[src/rtl/cpu_pkg.sv]
// Shared CPU types for the register-file writeback path.
// Holds the writeback request record and a register one-hot decode helper.
package cpu_pkg;

  localparam int REG_ADDR_W = 5;
  localparam int DATA_W     = 32;

  typedef struct packed {
    logic [REG_ADDR_W-1:0] addr;
    logic [DATA_W-1:0]     data;
  } wb_req_t;

  function automatic logic [31:0] reg_onehot(input logic [REG_ADDR_W-1:0] a);
    reg_onehot = 32'd1 << a;
  endfunction

endpackage

[src/rtl/wb_req_fifo.sv]
// Small circular buffer of pending multi-cycle-unit writeback requests.
// Exposes every slot plus a per-slot valid vector so the owner can build a pending-register mask.
module wb_req_fifo
  import cpu_pkg::*;
#(
  parameter  int DEPTH = 2,
  localparam int PTR_W = $clog2(DEPTH),
  localparam int CNT_W = PTR_W + 1
) (
  input  logic                  clk,
  input  logic                  rst,
  input  logic                  push_i,
  input  wb_req_t               din_i,
  input  logic                  pop_i,
  output wb_req_t               head_o,
  output logic                  full_o,
  output logic                  empty_o,
  output logic [CNT_W-1:0]      count_o,
  output logic [DEPTH-1:0]      valid_o,
  output wb_req_t [DEPTH-1:0]   entries_o
);

  logic [PTR_W-1:0]    wr_ptr_q, wr_ptr_d;
  logic [PTR_W-1:0]    rd_ptr_q, rd_ptr_d;
  logic [CNT_W-1:0]    count_q, count_d;
  logic [DEPTH-1:0]    valid_q, valid_d;
  logic [DEPTH-1:0]    push_mask_s, pop_mask_s;
  wb_req_t [DEPTH-1:0] mem_q;
  logic                do_push_s, do_pop_s;

  assign full_o    = (count_q == CNT_W'(DEPTH));
  assign empty_o   = (count_q == {CNT_W{1'b0}});
  assign do_push_s = push_i && !full_o;
  assign do_pop_s  = pop_i && !empty_o;

  assign push_mask_s = do_push_s ? (DEPTH'(1) << wr_ptr_q) : {DEPTH{1'b0}};
  assign pop_mask_s  = do_pop_s  ? (DEPTH'(1) << rd_ptr_q) : {DEPTH{1'b0}};

  // Next-state for pointers, occupancy and slot-valid bits.
  always_comb begin
    wr_ptr_d = do_push_s ? wr_ptr_q + PTR_W'(1) : wr_ptr_q;
    rd_ptr_d = do_pop_s  ? rd_ptr_q + PTR_W'(1) : rd_ptr_q;
    valid_d  = (valid_q | push_mask_s) & ~pop_mask_s;
    case ({do_push_s, do_pop_s})
      2'b10:   count_d = count_q + CNT_W'(1);
      2'b01:   count_d = count_q - CNT_W'(1);
      default: count_d = count_q;
    endcase
  end

  // Control state register.
  always_ff @(posedge clk or posedge rst) begin
    if (rst) begin
      wr_ptr_q <= {PTR_W{1'b0}};
      rd_ptr_q <= {PTR_W{1'b0}};
      count_q  <= {CNT_W{1'b0}};
      valid_q  <= {DEPTH{1'b0}};
    end else begin
      wr_ptr_q <= wr_ptr_d;
      rd_ptr_q <= rd_ptr_d;
      count_q  <= count_d;
      valid_q  <= valid_d;
    end
  end

  // Payload storage; stale slots are masked by valid_q so no reset is needed.
  always_ff @(posedge clk) begin
    if (do_push_s) begin
      mem_q[wr_ptr_q] <= din_i;
    end
  end

  assign head_o    = mem_q[rd_ptr_q];
  assign count_o   = count_q;
  assign valid_o   = valid_q;
  assign entries_o = mem_q;

endmodule

[src/rtl/regfile_wb_arbiter.sv]
// Arbitrates the single register-file write port between the pipeline writeback (fixed priority)
// and buffered mult/div results, requesting a pipeline bubble when the buffer head starves.
module regfile_wb_arbiter
  import cpu_pkg::*;
#(
  parameter int DEPTH        = 2,
  parameter int STARVE_LIMIT = 4
) (
  input  logic                  clk,
  input  logic                  rst,
  input  logic                  wbValid,
  input  logic [REG_ADDR_W-1:0] wbAddr,
  input  logic [DATA_W-1:0]     wbData,
  input  logic                  mdValid,
  output logic                  mdReady,
  input  logic [REG_ADDR_W-1:0] mdAddr,
  input  logic [DATA_W-1:0]     mdData,
  output logic                  writeEn,
  output logic [REG_ADDR_W-1:0] writeAddr,
  output logic [DATA_W-1:0]     writeData,
  output logic                  stallReq,
  output logic [31:0]           pendingMask
);

  localparam int         CNT_W      = $clog2(DEPTH) + 1;
  localparam logic [3:0] STARVE_MAX = 4'(STARVE_LIMIT);

  logic                fifo_full_s, fifo_empty_s;
  logic [CNT_W-1:0]    fifo_count_s;
  logic [DEPTH-1:0]    fifo_valid_s;
  wb_req_t [DEPTH-1:0] fifo_entries_s;
  wb_req_t             fifo_head_s;
  wb_req_t             md_req_s;
  logic                push_s, pop_s;
  logic [3:0]          starve_q, starve_d;
  logic                stall_q, stall_d;

  assign md_req_s = '{addr: mdAddr, data: mdData};
  assign mdReady  = (fifo_count_s < CNT_W'(DEPTH));
  // Writes to r0 complete the handshake but are dropped here.
  assign push_s   = mdValid && !fifo_full_s && (mdAddr != 5'd0);

  wb_req_fifo #(.DEPTH(DEPTH)) u_fifo (
    .clk       (clk),
    .rst       (rst),
    .push_i    (push_s),
    .din_i     (md_req_s),
    .pop_i     (pop_s),
    .head_o    (fifo_head_s),
    .full_o    (fifo_full_s),
    .empty_o   (fifo_empty_s),
    .count_o   (fifo_count_s),
    .valid_o   (fifo_valid_s),
    .entries_o (fifo_entries_s)
  );

  // Write-port selection; the register file samples this on the falling edge.
  always_comb begin
    writeEn   = 1'b0;
    writeAddr = 5'd0;
    writeData = 32'd0;
    pop_s     = 1'b0;
    if (rst) begin
      pop_s = 1'b0;
    end else if (wbValid) begin
      writeEn   = 1'b1;
      writeAddr = wbAddr;
      writeData = wbData;
    end else if (!fifo_empty_s) begin
      writeEn   = 1'b1;
      writeAddr = fifo_head_s.addr;
      writeData = fifo_head_s.data;
      pop_s     = 1'b1;
    end else begin
      pop_s = 1'b0;
    end
  end

  // Starvation counter and stall request next-state.
  always_comb begin
    starve_d = starve_q;
    stall_d  = stall_q;
    if (pop_s) begin
      starve_d = 4'd0;
    end else if (!fifo_empty_s && wbValid && (starve_q != STARVE_MAX)) begin
      starve_d = starve_q + 4'd1;
    end else begin
      starve_d = starve_q;
    end
    if (pop_s) begin
      stall_d = 1'b0;
    end else if (starve_q == STARVE_MAX) begin
      stall_d = 1'b1;
    end else begin
      stall_d = stall_q;
    end
  end

  // Starvation state register.
  always_ff @(posedge clk or posedge rst) begin
    if (rst) begin
      starve_q <= 4'd0;
      stall_q  <= 1'b0;
    end else begin
      starve_q <= starve_d;
      stall_q  <= stall_d;
    end
  end

  assign stallReq = stall_q;

  // Pending-register mask over all occupied buffer slots.
  always_comb begin
    pendingMask = 32'd0;
    for (int i = 0; i < DEPTH; i++) begin
      pendingMask = pendingMask |
                    (fifo_valid_s[i] ? reg_onehot(fifo_entries_s[i].addr) : 32'd0);
    end
  end

endmodule

[config.mk]
export PLATFORM = sky130hd
export DESIGN_NAME = regfile_wb_arbiter
export DESIGN_NICKNAME = d
export VERILOG_FILES = /design/src/rtl/cpu_pkg.sv /design/src/rtl/wb_req_fifo.sv /design/src/rtl/regfile_wb_arbiter.sv
export SDC_FILE = /design/constraint.sdc
export NUM_CORES = 1
export LEC_CHECK = 0
export ABC_AREA = 1
export CAP_MARGIN = 20
export CELL_PAD_IN_SITES_DETAIL_PLACEMENT = 0
export CELL_PAD_IN_SITES_GLOBAL_PLACEMENT = 1
export CORE_MARGIN = 4
export CORE_UTILIZATION = 37
export CTS_BUF_LIST = sky130_fd_sc_hd__clkbuf_8 sky130_fd_sc_hd__clkbuf_16
export DETAILED_ROUTE_END_ITERATION = 8
export HOLD_SLACK_MARGIN = 0.05
export PLACE_DENSITY = 0.95
export SLEW_MARGIN = 20
export SYNTH_ARGS = -nofsm -noshare
export SYNTH_HDL_FRONTEND = slang
export SYNTH_SLANG_ARGS = --single-unit
[constraint.sdc]
create_clock -name clk -period 6 [get_ports clk]
set_clock_uncertainty 0.15 [all_clocks]
set_input_delay 1.2 -clock clk [delete_from_list [all_inputs] [get_ports clk]]
set_output_delay 1.2 -clock clk [all_outputs]
set_load 0.005 [all_outputs]
After elaboration in Yosys (flattened, before gate mapping)
Cells that the tools add are included.

Register bits after elaboration: 85. Latch bits: 0. Memory bits (writable): 0. Bits in read-only memories: 0. Output and inout bits: 72. Logic and storage cells: 71. Memories kept: 0.

Add/sub/neg operators: 5. $mul: 0. Divide/modulo/power cells: 0. Order comparisons: 4. Equal/unequal tests: 5. Shifts and indexed selects: 4. Muxes and demuxes: 25. Bitwise gates (word level): 4. Reduce and logical (&&, ||, !) cells: 14.

Operators by type and width (number): 32-bit two-way mux (5); 37-bit two-way mux (3); 74-bit bitwise mux (1); 1-bit by 5-bit << shifter with 32-bit output, first input constant (2); 37-bit demux with 1-bit select (1); 32-bit bitwise OR (1); 5-bit two-way mux (3); 4-bit two-way mux (2); 1-bit logical AND (7); 1-bit two-way mux (7); 2-bit nonzero test (3); 5-bit nonzero test (1); 4-bit by 1-bit adder with 4-bit output, second input constant (1); 2-bit equality test, second input constant (2); 4-bit by 3-bit equality test with 1-bit output, second input constant (1); 1-bit by 2-bit < comparator with 1-bit output, second input constant (2); 2-bit two-way mux (2); 4-bit by 3-bit inequality test with 1-bit output, second input constant (1); 2-bit case mux with 2 select lines (1); 1-bit by 1-bit << shifter with 2-bit output, first input constant (2); 1-bit adder, second input constant (2); 2-bit by 1-bit adder with 2-bit output, second input constant (1); 2-bit bitwise AND (1); 2-bit by 1-bit equality test with 1-bit output, second input constant (1); other kinds (7) (8).

Depth between registers and ports, before layout
Word-level depth: 8. Depth in mapped cells: 10. Mapped depth without buffers: 8.

Hierarchy
A second synthesis with hierarchy kept.

Cells, all modules: 532. Area total of the unflattened synthesis: 4475.5 um2.

By module, submodules not included: wb_req_fifo (instances 1, cells each 239, area each 3019.1 um2, seq. area each 2372.3 um2); regfile_wb_arbiter (instances 1, cells each 293, area each 1456.4 um2, seq. area each 125.1 um2).

Worst setup path before layout
Ideal clock, no wire load.

Kind: input -> output. Start: input port rst. End: output port writeData[22]. Data arrival time: 2086 ps. Setup slack: 2564 ps. Stages: 4. Cells stage by stage: inv_1 clkbuf_1 nand3_1 o21ai_2.

Cells in the longest elaborated chain, start to end: 1.

RTL lines: start: declaration (RTL line regfile_wb_arbiter.sv:10) `input logic rst,`; 32-bit two-way mux (RTL line regfile_wb_arbiter.sv:63) `if (rst) begin`; end: declaration (RTL line regfile_wb_arbiter.sv:20) `output logic [DATA_W-1:0] writeData,`.

Every way passes these cells.

Worst setup path after layout
Start: input port wbValid. End: output port writeData[14].

Cells in the longest elaborated chain, start to end: 2.

RTL lines: start: declaration (RTL line regfile_wb_arbiter.sv:11) `input logic wbValid,`; 32-bit two-way mux (RTL line regfile_wb_arbiter.sv:65) `end else if (wbValid) begin`; 32-bit two-way mux (RTL line regfile_wb_arbiter.sv:63).

Every way passes these cells.

==> impl_metrics.tcl <==
set metrics [dict create \
    io_pins 150 \
    die_y_um 115.4 \
    final.setup.tns_ns 0 \
    slew_viol_final 0 \
    track_usage_pct 17.06 \
    num_vias 3581 \
    p_total_uw 2202 \
    crit_arrival_ns 3.31 \
    core-area_sq_um 11080 \
    synth_top_area_cell "edfxtp_1" \
    first_pass_iters 5 \
    p_leak_uw 0.002257 \
    yosys_warnings 0 \
    ys_types 32 \
    cpPeakStageDelay_ns 0.53 \
    crit_chain "clkdlybuf4s50_1, inv_1, nand3_2, buf_4, o21ai_0, clkdlybuf4s50_1" \
    clock.fmax_ghz 0.2145 \
    ys_seq_elements 85 \
    post-cts-setup-buffers 0 \
    area_growth_pct 43.47 \
    synth_top_area_share_pct 52.02 \
    clock_sinks 85 \
    cts_root_buffer "clkbuf_16" \
    synthFlopType "edfxtp_1" \
    dp_hpwl_mm 8.408 \
    remaining_drc_errors 0 \
    antenna_found_initial 0 \
    start_util_pct 38.56 \
    die_w_um 115.4 \
    dieArea_sq_um 13330 \
    cellPowerDensity_nw_per_um2 359.4 \
    min_period_over_period_pct 77.71 \
    std_cell_rows 38 \
    synth_fp_nets 475 \
    drtIter0Drc 297 \
    grt_pass1_wl_mm 17.70 \
    routabilityCongestion 0.8598 \
    grt_setup_unrepaired "no" \
    grt_remaining_overflow 0 \
    fillers 973 \
    synth_commonest_cells "74 x edfxtp_1, 61 x nand3_1, 40 x o21ai_0" \
    netlist_area_sq_um 4272 \
    cts.clk_slew.worst_paths_ns 0.06 \
    status "finished clean" \
    min_path_type "flop to flop" \
    finalSetupViolCount 0 \
    fin_area_sq_um 6128 \
    portBuffers 149 \
    final_net_count 613 \
    finalHoldViolCount 0 \
    r2r_setup_slack_ns 3.60 \
    clkLatencyLatePin_ns 0.33 \
    drive_gt1_share_pct 7.449 \
    async_flop_share_pct 12.94 \
    crit_family "buffers and inverters" \
    crit_top_cell "clkdlybuf4s50_1" \
    cts_max_level 3 \
    grt_max_degree 49 \
    slew_headroom_pct 46.15 \
    criticalPathCategory "input pin to output pin" \
    crit_fanout 27 \
    wl_mm 11.33 \
    end_kind "output pin" \
    place_area_sq_um 5811 \
    synth-edff-count 74 \
    postCtsHoldBufs 0 \
    clockBufferDepth 2 \
    worstMarginPinSlew_ns 0.8069 \
    maxCapViolations 0 \
    syn_inst 394 \
    critPathRequiredTime_ns 4.65 \
    synth_most_common_cell "edfxtp_1" \
    wl_per_cell_um 16.74 \
    cts_tree "done" \
    ys_seq_area_share_pct 58.47 \
    ctsResizeCount 0 \
    numCtsBuffers 9 \
    cp.buffers_inverters 4 \
    min_period_ns 4.662 \
    ant_nets 0 \
    cp-start-kind "input pin" \
    critPathSlowestCell "clkdlybuf4s50_1" \
    ir_drop_v 0.0001726 \
    synthTopCellsByArea "edfxtp_1 52%, mux2i_1 7.7%, nand3_1 7.1%" \
    n_antenna_cell 0 \
    synth.avg_cell_area_sq_um 10.84 \
    vias_per_cell 5.290 \
    grt_pass1_vias 3648 \
]
-- report_power, final --
group / switching [uW] / internal, uW
combinational: 355 / 332
sequential: 128 / 809
clock: 215 / 362
total: 699 / 1500
-- registers in the layout (all words and copies together) (netlist names) --
signal            count
starve_q              4
u_fifo.valid_o        2
u_fifo.wr_ptr_q       1
u_fifo.entries_o     74
u_fifo.rd_ptr_q       1
stallReq              1
u_fifo.count_o        2
-- per-stage QoR --
step                      setup slack, ns  cells  hold slack (ns)  util (%)
after floorplan                     2.564    394           0.3143         -
after global placement              1.359    661           0.3281     52.45
after detailed placement            1.299    661           0.3331     52.45
after CTS                           1.299    677           0.3485     55.30
after global routing                1.111    677           0.3928     55.32
final                               1.338    677           0.3489     55.32
-- routing by layer --
layer	vias to the layer above	global-route usage [%]	share of wire, %
met5	-	0	0
met4	0	5.243	1.2
met3	13	4.178	8.2
met2	153	30.44	51
met1	1702	20.32	40
li1	1713	-	-
-- worst paths after layout --
path                                   start              endpoint  depth (start not counted)
min                          u_fifo.wr_ptr_q       u_fifo.wr_ptr_q                          2
max                                  wbValid         writeData[14]                          6
max reg2reg                u_fifo.count_o[0]  u_fifo.entries_o[29]                          5
min reg2reg                  u_fifo.wr_ptr_q       u_fifo.wr_ptr_q                          2
min in group asynchronous                rst     u_fifo.count_o[1]                          3
max in group asynchronous                rst       u_fifo.rd_ptr_q                          3
-- cell families (layout without fill, tap and decap cells) --
kind of cell	Yosys count	in the layout	synth area share (%)
and+or+nand+nor	132	132	14.41
DFF	85	85	58.47
buffers and inverters	55	198	6.356
AOI/OAI and AO/OA	82	82	11.34
adders and majority gates	3	3	0.8788
xor gates and xnor gates	4	4	0.8203
muxes	33	33	7.733
-- placed cells by master (no fill, tap or decap), drive strengths merged --
cell / netlist / final
a21oi: 8 / 8
a31oi: 1 / 1
buf: 18 / 5
bufinv: 0 / 2
clkbuf: 9 / 9
clkdlybuf4s50: 0 / 149
clkinv: 2 / 8
clkinvlp: 0 / 1
dfrtp: 11 / 11
edfxtp: 74 / 74
ha: 3 / 3
inv: 26 / 24
mux2i: 33 / 33
nand2: 35 / 35
nand3: 62 / 62
nand4: 10 / 10
nor2: 20 / 20
nor3: 4 / 4
o21ai: 57 / 57
o22ai: 16 / 16
or2: 1 / 1
xnor2: 1 / 1
xor2: 3 / 3
-- worst min-delay path, cell delays in order, from the launching register on --
cell     delay [ns]
dfrtp_1        0.36
nand2_1        0.06
nand2_1        0.05
-- layout make-up --
class | instances | area, sq um | share of cell area (%)
clock buffers | 9 | 225.2 | 3.675
repair buffers | 154 | 1529 | 24.95
flip-flops and latches | 85 | 2501 | 40.81
clock inverters | 7 | 90.09 | 1.470
well taps | 140 | 175.2 | 2.858
inverters | 28 | 105.1 | 1.715
multi-input cells | 254 | 1503 | 24.52
No activity file was read; power rests on OpenSTA's default activity.
==> RTL edit 1 (same flow settings) <==
Set the package constant `REG_ADDR_W` to 3 (it was 5).
--- a/src/rtl/cpu_pkg.sv
+++ b/src/rtl/cpu_pkg.sv
@@ -2,7 +2,7 @@
 // Holds the writeback request record and a register one-hot decode helper.
 package cpu_pkg;
 
-  localparam int REG_ADDR_W = 5;
+  localparam int REG_ADDR_W = 3;
   localparam int DATA_W     = 32;
 
   typedef struct packed {
Interface: changed (resized mdAddr, wbAddr and writeAddr); port bits go from 150 to 144. No check against the original RTL was run, so the function may have changed too.
==> RTL edit 1 against the unedited design <==
- register-to-register slack better by 0.11 ns
- sequential cell count down 4
- total power down 16%
- worst hold slack better by 0.0063 ns
- synthesized cell count down 20%
- combinational power down 18%
- worst setup slack worse by 0.063 ns
- die area down 11%
- sequential power down 7.7%
- synthesized area down 11%
- first-iteration DRC count down 36%
- wire length down 22%
- cell area down 15%
- maximum frequency down 1.3%
- critical endpoint unchanged
==> RTL edit 1: results (changes against the unedited design) <==
route:
  post_drt_via_cell_ratio: 4.877  # -7.8%
  drt_iter0_drc: 189  # -36%
  drt_wl_total_mm: 8.840  # -22%
  dr.pass1.iters: 4  # -1
worst_setup_path:
  r2r_slack_ns: 3.71  # +0.11 ns
  worst-path-max-fanout: 46  # +70%
  critPathMaxStageDelay_ns: 0.54
  slowest_stage: "clkdlybuf4s50_1"
  crit_arrival_ns: 3.38  # +0.07 ns
power:
  max-vdd-ir-drop_mv: 0.1642  # -4.9%
  power_leakage_uw: 0.002019  # -11%
logic_synthesis:
  synth_compound_area_frac: 0.07504  # -0.03832
  synth_cell_type_count: 26  # -19%
  synthTopCellsByCount: "edfxtp_1 (70), nand3_1 (45), o21ai_1 (35)"
  synth_xor_area_frac: 0.009256  # +0.001055
  async_reset_ff_frac: 0.1358  # +0.006391
  synthAdderAreaFrac: 0.009917  # +0.001130
  synth_area_leaders: "edfxtp_1 (56%), mux2i_1 (8.7%), dfrtp_1 (7.3%)"
  synth_mux_area_frac: 0.08727  # +0.009944
  synth-edff-count: 70  # -5.4%
  synth-seq-area-share: 0.6281  # +0.04345
layout:
  largest_reg_flops: 70  # -5.4%
  fillerInstances: 872  # -10%
  regArea_mm2: 0.002379  # -4.9%
  n_antenna_cell: 0  # unchanged
  drive_above_1_share: 0.05936  # -0.01513
  fin_nets: 510  # -17%
clock_network:
  path_clk_slew_ns: 0.08  # +0.02 ns
  cts_root_buffer: "clkbuf_8"
  worst_skew_pair.late_latency_ns: 0.35  # +0.02 ns
timing:
  hold_slack_ns: 0.3551  # +0.006271 ns
  relSlewSlack: 0.2803  # -0.1812
  setup_slack_ns: 1.275  # -0.06301 ns
grt:
  grt_max_degree: 47  # -4.1%
  grt_use_total: 0.1487  # -0.02190
  grt_pass1_wl_mm: 13.46  # -24%
placement:
  gp_congestion: 0.7484  # -13%
  post-dp-hpwl_mm: 6.209  # -26%
  io_buffers: 119  # -20%
status:
  status: "complete, no violations"
==> RTL edit 1: kinds of logic after synthesis <==
group / count (synthesis)
DFF: 81
and+or+nand+nor: 79
buffers and inverters: 61
AOI/OAI and AO/OA: 54
muxes: 33
xor gates and xnor gates: 4
adders and majority gates: 3
other: 1
==> RTL edit 1: layout make-up <==
class | instances | share of cell area
Sequential cell | 81 | 0.4568
Timing Repair Buffer | 123 | 0.2345
Multi-Input combinational cell | 197 | 0.2215
Tap cell | 133 | 0.03196
Clock buffer | 9 | 0.02379
Clock inverter | 7 | 0.01634
Inverter | 21 | 0.01514
==> RTL edit 1: worst paths after layout <==
kind / start / endpoint
worst max-delay path: wbValid / writeData[14]
worst min-delay path: stallReq / stallReq
worst max register to register: u_fifo.count_o[0] / u_fifo.entries_o[33]
worst min register to register: stallReq / stallReq
max in group asynchronous: rst / u_fifo.rd_ptr_q
min in group asynchronous: rst / u_fifo.count_o[0]
==> RTL edit 1: routing by layer <==
layer / share of wire / GRT usage / vias to the layer above
met5: 0 / 0 / -
met4: 0.016 / 0.06583 / 0
li1: - / - / 1325
met2: 0.52 / 0.2553 / 115
met3: 0.080 / 0.04204 / 14
met1: 0.38 / 0.1725 / 1331
==> RTL edit 1: power by group <==
group	total, uW	internal (uW)	switching, uW	leakage (uW)
registers	866	757	110	0.000781
clock network	420	230	190	0.000104
logic	564	299	265	0.00113
==> RTL edit 1: critical path: cells and delay by family <==
kind                   cells  cell delay, ns
AO/OA/AOI/OAI              1            0.35
buffers and inverters      4            1.37
AND/OR/NAND/NOR            1            0.43
==> RTL edit 1: metrics by stage <==
stage	total power (uW)	instance area (um^2)	instances
6_report	1850	5207	571
5_1_grt	1959	5207	571
4_1_cts	1870	5207	571
3_5_place_dp	1450	4999	555
3_3_place_gp	1424	4999	555
2_1_floorplan	1194	3871	339
==> RTL edit 2 (config.mk and constraints unchanged) <==
Made on the original files. Reset style: synchronous (`rst`), changed in 2 clocked blocks.
--- a/src/rtl/wb_req_fifo.sv
+++ b/src/rtl/wb_req_fifo.sv
@@ -49,7 +49,7 @@
   end
 
   // Control state register.
-  always_ff @(posedge clk or posedge rst) begin
+  always_ff @(posedge clk) begin
     if (rst) begin
       wr_ptr_q <= {PTR_W{1'b0}};
       rd_ptr_q <= {PTR_W{1'b0}};
--- a/src/rtl/regfile_wb_arbiter.sv
+++ b/src/rtl/regfile_wb_arbiter.sv
@@ -97,7 +97,7 @@
   end
 
   // Starvation state register.
-  always_ff @(posedge clk or posedge rst) begin
+  always_ff @(posedge clk) begin
     if (rst) begin
       starve_q <= 4'd0;
       stall_q  <= 1'b0;
Formal check against the unedited RTL: differs if rst is asserted again (counterexample within 4 cycles, from zero or initial values and one cycle with rst high); with rst held inactive, the same outputs for 4 cycles.
==> RTL edit 2 against the unedited design <==
- cell area rose by 0.65%
- non-clock buffer count is the same
- wire length down 3.3%
- sequential cell count is the same
- critical path depth increased by 1
- total power fell by 26%
- worst setup slack worse by 0.041 ns
- critical endpoint is now writeData[30]
- synthesized area rose by 0.67%
- largest power group unchanged
- synthesized cell count increased by 3.0%
- maximum frequency is 0.86% lower
- first-iteration DRC count up 0.34%
- die area up 0.63%
- cell count rose by 2.8%
- core utilization decreased by 1.3 points
==> RTL edit 2: results (changes against the unedited design) <==
worst_setup_path:
  crit_arrival_ns: 3.35  # +0.04 ns
  worst-path-max-fanout: 37  # +37%
  critPathMaxStageDelay_ns: 0.67  # +0.14 ns
  slowest_stage: "inv_2"
  cp_top_family: "buffers and inverters"
placement:
  placed_area_mm2: 0.005886  # +1.3%
  gp_congestion: 0.8509  # -1.0%
  io_buffers: 149  # unchanged
  post-dp-hpwl_mm: 8.217  # -2.3%
logic_synthesis:
  synth_area_leaders: "edfxtp_1 (52%), mux2i_1 (7.7%), nand3_1 (6.8%)"
  synth_warnings: 0  # unchanged
  synth_mux_area_frac: 0.07681  # -0.0005175
  synth_seq_cells: 85  # unchanged
  synth_fp_nets: 487  # +2.5%
  synth_xor_area_frac: 0  # -0.008202
  synthTopCellsByCount: "edfxtp_1 (74), nand3_1 (58), nand2_1 (43)"
  synthAdderAreaFrac: 0.008729  # -0.00005880
  synth-edff-count: 74  # unchanged
  synth_compound_area_frac: 0.1399  # +0.02659
  synth_cell_type_count: 25  # -22%
  async_reset_ff_frac: 0  # -0.1294
  syn_area_mm2: 0.004300  # +0.67%
  synth-seq-area-share: 0.5679  # -0.01671
route:
  route.met3.wl_um: 736  # -21%
  post_drt_via_cell_ratio: 5.207  # -1.6%
  avgRoutedWirePerCell_um: 15.75  # -5.9%
  routed-wl-met2_mm: 5.836  # +0.97%
  m1WireLength_mm: 4.183  # -6.6%
  routed.top_layer: "met4"
  dr.pass1.iters: 6  # +1
  drt_iter0_drc: 298  # +0.34%
layout:
  buffer_area_frac: 0.2479  # -0.001619
  non_clock_inverter_count: 33  # +18%
  drive_above_1_share: 0.1031  # +0.02859
  clk_share: 0.04584  # -0.005608
  multi_input_area_mm2: 0.001610  # +7.2%
  multi_input_cells: 265  # +4.3%
  seq_share: 0.3961  # -0.01198
  fin_nets: 629  # +2.6%
  fillerInstances: 1008  # +3.6%
  nNonClkBuffers: 154  # unchanged
status:
  status: "complete, no violations"
grt:
  grt_use_met3: 0.04752  # +0.005744
  met1_usage: 0.1834  # -0.01986
  grt_use_total: 0.1610  # -0.009585
  antenna_found_initial: 0  # unchanged
  grt_pass1_wl_mm: 16.90  # -4.5%
  grt_max_degree: 44  # -10%
  grt_pass1_vias: 3506  # -3.9%
  use_met2: 0.2904  # -0.01403
clock_network:
  cts.repair.resized: 0  # unchanged
  h-tree-depth: 3  # unchanged
  cts_buffers: 9  # unchanged
power:
  power_leakage_uw: 0.002148  # -4.8%
  seq-power_uw: 737  # -21%
  max-vdd-ir-drop_mv: 0.1901  # +10%
  intPower_uw: 1173  # -22%
  clock_net_power_uw: 517  # -10%
  p_per_area_mw_per_mm2: 265.9  # -26%
timing:
  relSlewSlack: 0.3819  # -0.07955
[RTL edit 2: changes by cell type after synthesis, moves of 4 or more]
cell     before  now
buf_2        10    6
dfrtp_1      11    0
dfxtp_1       0   11
inv_1        24   30
nand2_1      34   43
o21ai_0      40   32
o21ai_2      14   31
[RTL edit 2: stage by stage]
step / util / setup WS, ns / hold slack (ns) / cells
3_5_place_dp: 0.5155 / 1.243 / 0.3226 / 680
6_report: 0.5402 / 1.297 / 0.3339 / 696
3_3_place_gp: 0.5155 / 1.336 / 0.3253 / 680
5_1_grt: 0.5402 / 1.099 / 0.3655 / 696
2_1_floorplan: - / 2.812 / 0.2992 / 406
4_1_cts: 0.5402 / 1.240 / 0.3446 / 696
[RTL edit 2: worst paths after layout]
kind	from	to	slack (ns)	depth (start not counted)
hold reg to reg	stallReq	stallReq	0.33	2
setup reg to reg	u_fifo.count_o[0]	u_fifo.entries_o[73]	3.59	5
setup / recovery	wbValid	writeData[30]	1.30	7
hold / removal	stallReq	stallReq	0.33	2
